**src/rtl/pipe_pkg.sv**
```systemverilog
// Shared definitions for the generic inter-stage pipeline register:
// occupancy states, control-bundle bit positions and default widths.
package pipe_pkg;

  typedef enum logic [1:0] {
    EMPTY = 2'd0,
    ONE   = 2'd1,
    FULL  = 2'd2
  } stage_state_e;

  // Control bundle layout, MSB first: regdest .. reg_write, aluop[1:0]
  localparam int unsigned CTRL_REGDEST   = 9;
  localparam int unsigned CTRL_JUMP      = 8;
  localparam int unsigned CTRL_BRANCH    = 7;
  localparam int unsigned CTRL_MEM_READ  = 6;
  localparam int unsigned CTRL_MEMTOREG  = 5;
  localparam int unsigned CTRL_MEM_WRITE = 4;
  localparam int unsigned CTRL_ALUSRC    = 3;
  localparam int unsigned CTRL_REG_WRITE = 2;
  localparam int unsigned CTRL_ALUOP     = 0;
  localparam int unsigned CTRL_ALUOP_W   = 2;

  localparam int unsigned DEF_CTRL_W = 10;
  localparam int unsigned DEF_DATA_W = 143;
  localparam int unsigned DEF_CNT_W  = 16;

endpackage

```
**src/rtl/pipe_skid_buf.sv**
```systemverilog
// Occupancy tracker plus second (skid) entry for the elastic stage register;
// in_ready is registered so there is no combinational out_ready -> in_ready path.
module pipe_skid_buf
  import pipe_pkg::*;
#(
  parameter int unsigned CTRL_W = DEF_CTRL_W,
  parameter int unsigned DATA_W = DEF_DATA_W
) (
  input  logic              clk,
  input  logic              rst_n,
  input  logic              flush,
  input  logic              in_fire,
  input  logic              out_fire,
  input  logic [CTRL_W-1:0] in_ctrl,
  input  logic [DATA_W-1:0] in_data,
  output stage_state_e      state,
  output logic              in_ready,
  output logic              skid_valid,
  output logic [CTRL_W-1:0] skid_ctrl,
  output logic [DATA_W-1:0] skid_data
);

  stage_state_e      state_q, state_d;
  logic              in_ready_q, in_ready_d;
  logic [CTRL_W-1:0] skid_ctrl_q, skid_ctrl_d;
  logic [DATA_W-1:0] skid_data_q, skid_data_d;

  always_comb begin
    state_d     = state_q;
    skid_ctrl_d = skid_ctrl_q;
    skid_data_d = skid_data_q;
    case (state_q)
      EMPTY: if (in_fire) state_d = ONE;
      ONE: begin
        if (in_fire && !out_fire) begin
          state_d     = FULL;
          skid_ctrl_d = in_ctrl;
          skid_data_d = in_data;
        end else if (out_fire && !in_fire) begin
          state_d = EMPTY;
        end
      end
      FULL:    if (out_fire) state_d = ONE;
      default: state_d = EMPTY;
    endcase
    if (flush) state_d = EMPTY;
    // Ready for the coming cycle is decided now, from the next occupancy.
    in_ready_d = (state_d != FULL);
  end

  always_ff @(posedge clk) begin
    if (!rst_n) begin
      state_q     <= EMPTY;
      in_ready_q  <= 1'b1;
      skid_ctrl_q <= '0;
      skid_data_q <= '0;
    end else begin
      state_q     <= state_d;
      in_ready_q  <= in_ready_d;
      skid_ctrl_q <= skid_ctrl_d;
      skid_data_q <= skid_data_d;
    end
  end

  assign state      = state_q;
  assign in_ready   = in_ready_q;
  assign skid_valid = (state_q == FULL);
  assign skid_ctrl  = skid_ctrl_q;
  assign skid_data  = skid_data_q;

endmodule

```
**src/rtl/pipe_stage_reg.sv**
```systemverilog
// Generic elastic pipeline-stage register carrying control and data bundles
// with valid/ready handshake, flush, bubble-safe control and a stall counter.
module pipe_stage_reg
  import pipe_pkg::*;
#(
  parameter int unsigned CTRL_W = DEF_CTRL_W,
  parameter int unsigned DATA_W = DEF_DATA_W,
  parameter int unsigned SKID   = 1,
  parameter int unsigned CNT_W  = DEF_CNT_W
) (
  input  logic              clk,
  input  logic              rst_n,
  input  logic              flush,
  input  logic              in_valid,
  output logic              in_ready,
  input  logic [CTRL_W-1:0] in_ctrl,
  input  logic [DATA_W-1:0] in_data,
  output logic              out_valid,
  input  logic              out_ready,
  output logic [CTRL_W-1:0] out_ctrl,
  output logic [DATA_W-1:0] out_data,
  output logic [CNT_W-1:0]  stall_cnt
);

  stage_state_e      state;
  logic              in_fire, out_fire;
  logic              skid_valid;
  logic [CTRL_W-1:0] skid_ctrl;
  logic [DATA_W-1:0] skid_data;

  logic [CTRL_W-1:0] main_ctrl_q, main_ctrl_d;
  logic [DATA_W-1:0] main_data_q, main_data_d;
  logic [CNT_W-1:0]  stall_cnt_q, stall_cnt_d;

  assign out_valid = (state != EMPTY);
  assign in_fire   = in_valid && in_ready;
  assign out_fire  = out_valid && out_ready;

  if (SKID != 0) begin : g_skid
    pipe_skid_buf #(
      .CTRL_W(CTRL_W),
      .DATA_W(DATA_W)
    ) u_skid (
      .clk       (clk),
      .rst_n     (rst_n),
      .flush     (flush),
      .in_fire   (in_fire),
      .out_fire  (out_fire),
      .in_ctrl   (in_ctrl),
      .in_data   (in_data),
      .state     (state),
      .in_ready  (in_ready),
      .skid_valid(skid_valid),
      .skid_ctrl (skid_ctrl),
      .skid_data (skid_data)
    );
  end else begin : g_noskid
    stage_state_e state_q, state_d;

    always_comb begin
      state_d = state_q;
      case (state_q)
        EMPTY:   if (in_fire) state_d = ONE;
        default: if (out_fire && !in_fire) state_d = EMPTY;
      endcase
      if (flush) state_d = EMPTY;
    end

    always_ff @(posedge clk) begin
      if (!rst_n) state_q <= EMPTY;
      else        state_q <= state_d;
    end

    assign state      = state_q;
    assign in_ready   = (state_q == EMPTY) || out_ready;
    assign skid_valid = 1'b0;
    assign skid_ctrl  = '0;
    assign skid_data  = '0;
  end

  // Main entry refills from the skid first to keep FIFO order.
  always_comb begin
    main_ctrl_d = main_ctrl_q;
    main_data_d = main_data_q;
    if (!flush) begin
      if (skid_valid && out_fire) begin
        main_ctrl_d = skid_ctrl;
        main_data_d = skid_data;
      end else if (in_fire && (state == EMPTY || out_fire)) begin
        main_ctrl_d = in_ctrl;
        main_data_d = in_data;
      end
    end
  end

  always_comb begin
    stall_cnt_d = stall_cnt_q;
    if (out_valid && !out_ready && stall_cnt_q != '1)
      stall_cnt_d = stall_cnt_q + CNT_W'(1);
  end

  always_ff @(posedge clk) begin
    if (!rst_n) begin
      main_ctrl_q <= '0;
      main_data_q <= '0;
      stall_cnt_q <= '0;
    end else begin
      main_ctrl_q <= main_ctrl_d;
      main_data_q <= main_data_d;
      stall_cnt_q <= stall_cnt_d;
    end
  end

  assign out_ctrl  = out_valid ? main_ctrl_q : '0;
  assign out_data  = main_data_q;
  assign stall_cnt = stall_cnt_q;

endmodule

```
**config.mk**
```make
export PLATFORM = sky130hd
export DESIGN_NAME = pipe_stage_reg
export DESIGN_NICKNAME = d
export VERILOG_FILES = /design/src/rtl/pipe_pkg.sv /design/src/rtl/pipe_skid_buf.sv /design/src/rtl/pipe_stage_reg.sv
export SDC_FILE = /design/constraint.sdc
export NUM_CORES = 1
export LEC_CHECK = 0
export CORE_MARGIN = 2
export CORE_UTILIZATION = 54
export CTS_CLUSTER_DIAMETER = 80
export DETAILED_ROUTE_END_ITERATION = 12
export PLACE_DENSITY = 0.86
export SYNTH_ARGS = -nofsm -noshare
export SYNTH_HDL_FRONTEND = slang
export SYNTH_SLANG_ARGS = --single-unit
```
**constraint.sdc**
```tcl
create_clock -name clk -period 4.1 [get_ports clk]
set_input_delay 0.82 -clock clk [delete_from_list [all_inputs] [get_ports clk]]
set_output_delay 0.82 -clock clk [all_outputs]
set_load 0.03 [all_outputs]
```
==> results.tsv, run 1 <==
stage	metric	value	unit
run_status	outcome	complete, no violations	
floorplan	start_util	0.544	
floorplan	core-area	25800	sq um
detailed_routing	wl_met3	3140	microns
cts	holdBufCountCts	0	
setup_path	required	3.28	ns
cts	cts_buffer_depth	3	
synthesis	synth-edff-count	0	
cts	clkLatencyLatePin	0.52	ns
synthesis	syn_nets	1654	
placement	gp_congestion	0.825	
global_routing	grt_first_pass_wirelength	63200	microns
timing	finalSetupViolations	0	
timing	hold_viol	0	
setup_path	r2r_start	g_skid.u_skid.state[0]$_SDFF_PN0_	
detailed_routing	wirelength	40900	microns
cells_and_area	layout_common_cells	326 x clkdlybuf4s50_1, 325 x dfxtp_1, 309 x nand2_1	
cts	clock_sinks	325	
detailed_routing	ant_nets	0	
global_routing	grt_pass1_vias	12065	
cells_and_area	n_antenna_cell	0	
cts	cts_resized	0	
placement	post_dp_cell_area	17500	sq um
floorplan	rows	59	
global_routing	grt_antenna_before_repair	1	
cells_and_area	drive_gt1_frac	0.137	
detailed_routing	drt_iter0_drc	1064	
placement	dpl.hpwl	24600	microns
cts	htreeDepth	2	
synthesis	avgSynthCellArea	9.40	sq um
worst_hold_path	hp-start	g_skid.u_skid.skid_data[24]$_SDFFE_PN0P_	
detailed_routing	drcViolationCount	0	
floorplan	die_h	165	microns
synthesis	synthFlopType	dfxtp_1	
setup_path	path_max_fanout	11	
synthesis	synthDominantCellAreaShare	0.463	
power	vdd_ir_drop_max	0.347	mV
timing	relSlewSlack	0.229	
detailed_routing	met2WireLength	19500	microns
floorplan	dieArea	27300	sq um
cells_and_area	final_area	18600	sq um
synthesis	synth_cells	1495	
detailed_routing	vias	12634	
floorplan	die_x	165	microns
power	power_leakage	6.65	nW
cells_and_area	final_common_cell	clkdlybuf4s50_1	
timing	fin_skew	0.0205	ns
timing	drv_slew	0	
cells_and_area	utilization	0.720	
synthesis	ys_ff_latch	325	
cells_and_area	layout.nets	1888	
synthesis	syn_area	14100	sq um
global_routing	grt_max_degree	155	
global_routing	grt_overflow	0	
worst_hold_path	hold_path.class	reg2reg	
setup_path	critPathCapture	out_ctrl[8]	
cts	cts_setup_buffers	0	
setup_path	r2r_slack	1.78	ns
synthesis	synth_warnings	0	
detailed_routing	dr.pass1.iters	5	
setup_path	crit_arrival	2.34	ns
timing	setup_tns	0	ns
cells_and_area	fillers	1895	
timing	max_freq	0.316	GHz
timing	period_needed	3.16	ns
cts	cts_tree	yes	
floorplan	ioPinCount	329	
timing	worst_pin_slew	1.16	ns
timing	finalCritPeriodShare	0.771	
synthesis	ys_types	39	
detailed_routing	met1_length	16800	microns
setup_path	r2r_cells	4	
cells_and_area	syn_to_final_growth	32.4	%
synthesis	ys_seq_area_frac	0.463	
job	maxCapViolCount	0	
setup_path	end_kind	primary output	
setup_path	cp-startpoint	g_skid.u_skid.state[1]$_SDFF_PN0_	
detailed_routing	avgRoutedWirePerCell	19.6	microns
synthesis	synth-async-reset-ratio	0	
placement	port_buffers	328	
setup_path	start_kind	flip-flop	
cts	cts_buffers	35	
global_routing	grt_usage	0.285	
synthesis	yosys-top-cells-area	dfxtp_1 46%, mux2_2 12%, o311a_1 11%	
cts	root_buffer	clkbuf_16	
setup_path	r2r-end	out_data[95]$_SDFFE_PN0P_	
cts	path_clk_slew	0.06	ns
power	powerDensity	411	nW/um^2
detailed_routing	top_layer	met5	
setup_path	criticalPathCategory	reg2out	
detailed_routing	vias_per_cell	6.06	
synthesis	yosys.area.top_type	dfxtp_1	
timing	rsz0062_at_grt	false	
cells in the mapped netlist, types with 10 or more instances:
cell type  number
a21oi_1       166
buf_1          14
buf_2          25
clkbuf_1      116
dfxtp_1       325
mux2_2        153
nand2_1       309
nor2b_1        10
o21bai_1      154
o311a_1       153
critical path, cell delays in order (launching register included):
cell and delay, ns:
dfxtp_1 0.36, nor2_1 0.67, nor2b_1 0.17, clkdlybuf4s50_1 0.64
metal layers:
| metal | up-vias | GRT usage |
|---|---|---|
| met5 | - | 0 |
| met2 | 466 | 0.477 |
| met1 | 6178 | 0.357 |
| met3 | 102 | 0.0699 |
| li1 | 5886 | - |
| met4 | 2 | 0.107 |
per-stage QoR:
step | worst slack, ns | instances | power [mW] | hold WS, ns
final | 0.938 | 2086 | 7.64 | 0.453
after global routing | 0.842 | 2086 | 7.87 | 0.472
after CTS | 0.936 | 2086 | 7.67 | 0.453
after detailed placement | 0.857 | 2027 | 4.56 | 0.444
after global placement | 0.923 | 2027 | 4.53 | 0.439
after floorplan | 1.78 | 1495 | 4.06 | 0.434
sequential cells by signal (all words and copies together) (netlist names):
name / flops
g_skid.u_skid.in_ready: 1
g_skid.u_skid.skid_ctrl: 10
g_skid.u_skid.skid_data: 143
g_skid.u_skid.state: 2
main_ctrl_q: 10
out_data: 143
stall_cnt: 16
cell type report:
cell class	instances	area, sq um	area share
clock buffer	51	1020	0.0546
sequential	325	6510	0.350
clock inverter	8	110	0.00592
tap	335	419	0.0225
timing repair buffer	352	3590	0.193
inverter	6	27.5	0.00148
multi-input combinational	1009	6930	0.372
how the worst min path moves through the flow:
stage / to / slack (ns) / cells past startpoint
after floorplan: g_skid.u_skid.skid_ctrl[0]$_SDFFE_PN0P_ / 0.43 / 2
after detailed placement: g_skid.u_skid.skid_ctrl[9]$_SDFFE_PN0P_ / 0.44 / 2
final: g_skid.u_skid.skid_data[24]$_SDFFE_PN0P_ / 0.45 / 2
after global placement: g_skid.u_skid.skid_data[15]$_SDFFE_PN0P_ / 0.44 / 2
after global routing: g_skid.u_skid.skid_data[88]$_SDFFE_PN0P_ / 0.47 / 2
after CTS: g_skid.u_skid.skid_data[23]$_SDFFE_PN0P_ / 0.45 / 2
where the power goes:
group	total [mW]	switching (mW)	leakage, nW	internal (mW)
Clock	3.13	1.28	0.550	1.85
Combinational	1.15	0.607	3.45	0.544
Sequential	3.35	0.0679	2.65	3.29
Total	7.64	1.96	6.65	5.68
kinds of logic after synthesis:
group           synth area share
compound gates             0.261
xor+xnor                 0.00125
fa+ha+maj               0.000890
buf+inv                   0.0452
flops                      0.463
mux                        0.123
simple gates               0.105
Note: power is estimated with default switching activity, not from simulation.
==> inputs of run 2 (changes only) <==
CORE_UTILIZATION = 45   (was 54)
PLACE_DENSITY = 0.76   (was 0.86)
clock period = 2.7 ns   (was 4.1 ns; I/O delays follow)
==> run 2 against run 1 <==
Effect of this change: via count fell by 1.3%; register-to-register slack lost 1.1 ns; first-iteration DRC count decreased by 22%; clock power grew 65%; setup slack got worse by 0.79 ns; utilization down 9.9 points; highest routed layer unchanged.
==> results.tsv, run 2 (synthesis results as in run 1) <==
stage	metric	value	unit	change
floorplan	start_util	0.458		-0.0857
placement	gp_congestion	0.806		-2.3%
timing	worst_pin_slew	0.668	ns	-0.489 ns
timing	setup_tns	0	ns	unchanged
detailed_routing	drcViolationCount	0		unchanged
global_routing	grt_max_degree	107		-31%
power	swShare	0.247		-0.00880
power	power	12.0	mW	+57%
cts	htreeDepth	2		unchanged
power	comb_power_share	0.147		-0.004
detailed_routing	dr.pass1.iters	5		unchanged
cells_and_area	utilization	0.620		-0.0995
global_routing	grt_antenna_before_repair	3		+2
detailed_routing	vias_per_cell	5.75		-5.1%
setup_path	crit_arrival	2.01	ns	-0.33 ns
cells_and_area	syn_to_final_growth	35.4	%	
timing	finalCritPeriodShare	0.946		
global_routing	grt_pass1_vias	12262		+1.6%
placement	dpl.hpwl	25600	microns	+4.1%
setup_path	worstPathCellList	nor2_4, nor2b_1, clkdlybuf4s50_1		
timing	relSlewSlack	0.555		+0.326
timing	finalSetupViolations	0		unchanged
cts	clock_sinks	325		unchanged
cts	cts_buffer_depth	3		unchanged
timing	drv_slew	0		unchanged
cts	clkLatencyLatePin	0.51	ns	about the same
power	switching_power	2.97	mW	+52%
cells_and_area	regArea	6510	sq um	unchanged
global_routing	grt_usage	0.239		-0.0463
cells_and_area	fillers	2518		+33%
cts	path_clk_slew	0.06	ns	about the same
setup_path	slowest_stage	clkdlybuf4s50_1		
power	pwr-share-clk	0.428		+0.018
cells_and_area	layout.nets	1905		+0.90%
cells_and_area	layoutNonFillerInstCount	2170		+4.0%
cts	cts_tree	yes		
cells_and_area	final_area	19000	sq um	+2.3%
setup_path	cpPeakStageDelay	0.73	ns	+0.06 ns
timing	whs	0.451	ns	-0.00134 ns
power	power_leakage	6.84	nW	+2.8%
setup_path	start_kind	flip-flop		
run_status	outcome	complete, no violations		
power	pwr-share-seq	0.425		-0.014
job	maxCapViolCount	0		unchanged
timing	setup_ws	0.146	ns	-0.791 ns
floorplan	die_x	181	microns	+9.3%
floorplan	dieArea	32700	sq um	+19%
detailed_routing	vias	12469		-1.3%
timing	hold_viol	0		unchanged
detailed_routing	avgRoutedWirePerCell	18.7	microns	-4.5%
timing	rsz0062_at_grt	false		
placement	port_buffers	328		unchanged
timing	period_needed	2.55	ns	
cells_and_area	layout_common_cells	326 x clkdlybuf4s50_1, 325 x dfxtp_1, 309 x nand2_1		
power	power.internal	9.05	mW	+59%
placement	dp_cells	2104		+3.8%
worst_hold_path	hold_path.class	reg2reg		
floorplan	ioPinCount	329		unchanged
setup_path	worst-path-buf-inv	1		unchanged
cts	root_buffer	clkbuf_16		
floorplan	die_h	181	microns	+9.3%
timing	max_freq	0.392	GHz	
cells_and_area	multi_input_area	6930	sq um	+0.11%
power	powerDensity	632	nW/um^2	+54%
cts	cts_setup_buffers	0		unchanged
global_routing	grt_overflow	0		unchanged
floorplan	rows	64		+8.5%
setup_path	r2r_slack	0.67	ns	-1.11 ns
power	vdd_ir_drop_max	0.425	mV	+22%
placement	place_ws	0.198	ns	-0.659 ns
timing	fin_skew	0.0151	ns	-0.00547 ns
global_routing	grt_first_pass_wirelength	65000	microns	+2.9%
setup_path	path_delay_family	buffers and inverters		
setup_path	end_kind	primary output		
placement	post_dp_cell_area	17800	sq um	+1.6%
detailed_routing	wirelength	40600	microns	-0.65%
setup_path	criticalPathCategory	reg2out		
setup_path	path_max_fanout	11		unchanged
cells_and_area	drive_gt1_frac	0.148		+0.0114
setup_path	required	2.16	ns	-1.12 ns
detailed_routing	drt_iter0_drc	830		-22%
floorplan	core-area	30700	sq um	+19%
cells_and_area	final_common_cell	clkdlybuf4s50_1		
detailed_routing	ant_nets	0		unchanged
cts	cts_buffers	36		+2.9%
[run 2: cell count changes in the layout (fill, tap and decap cells not counted), sizes merged]
cell	previous run	this run
clkinv	1	3
clkbuf	51	55
buf	26	42
bufinv	2	4
clkinvlp	1	0
inv	10	8
diode	0	2
[run 2: cell type report]
| class | count | area share |
|---|---|---|
| inverter | 6 | 0.00145 |
| tap | 396 | 0.0260 |
| antenna | 2 | 0.000263 |
| timing repair buffer | 368 | 0.200 |
| clock inverter | 9 | 0.00802 |
| sequential | 325 | 0.342 |
| clock buffer | 55 | 0.0580 |
| multi-input combinational | 1009 | 0.365 |
[run 2: power groups by stage]
stage	logic, mW	clock network (mW)	registers [mW]
2_1_floorplan	0.686	0	5.47
3_3_place_gp	1.73	0	5.20
3_5_place_dp	1.76	0	5.20
4_1_cts	1.77	5.24	5.10
5_1_grt	1.88	5.44	5.12
6_report	1.77	5.15	5.10
[run 2: what timing repair did]
| action | in CTS | in global routing |
|---|---|---|
| hold buffers | 0 | 0 |
| setup endpoints to repair | 11 | 0 |
| endpoints found under the hold margin | 0 | 0 |
| resized for setup | 2 | 0 |
[run 2: per-layer routing]
| metal | up-vias | track usage | share of wire |
|---|---|---|---|
| met3 | 86 | 0.0591 | 0.074 |
| met4 | 2 | 0.0861 | 0.032 |
| li1 | 5923 | - | - |
| met5 | - | 0 | 0.00032 |
| met2 | 454 | 0.391 | 0.47 |
| met1 | 6004 | 0.306 | 0.42 |
[run 2: path summary, 6_finish.rpt]
| check | startpoint | endpoint | depth (start not counted) |
|---|---|---|---|
| min reg2reg | g_skid.u_skid.skid_ctrl[2]$_SDFFE_PN0P_ | g_skid.u_skid.skid_ctrl[2]$_SDFFE_PN0P_ | 2 |
| min | g_skid.u_skid.skid_ctrl[2]$_SDFFE_PN0P_ | g_skid.u_skid.skid_ctrl[2]$_SDFFE_PN0P_ | 2 |
| max reg2reg | stall_cnt[1]$_SDFFE_PN0P_ | stall_cnt[15]$_SDFFE_PN0P_ | 4 |
| max | g_skid.u_skid.state[1]$_SDFF_PN0_ | out_ctrl[3] | 3 |
[run 2: worst reg2reg max path: stages, from the launching register on]
cell and delay, ns:
dfxtp_1 0.41, nand4_1 0.31, or4_4 0.61, or4_1 0.48, a21oi_1 0.16
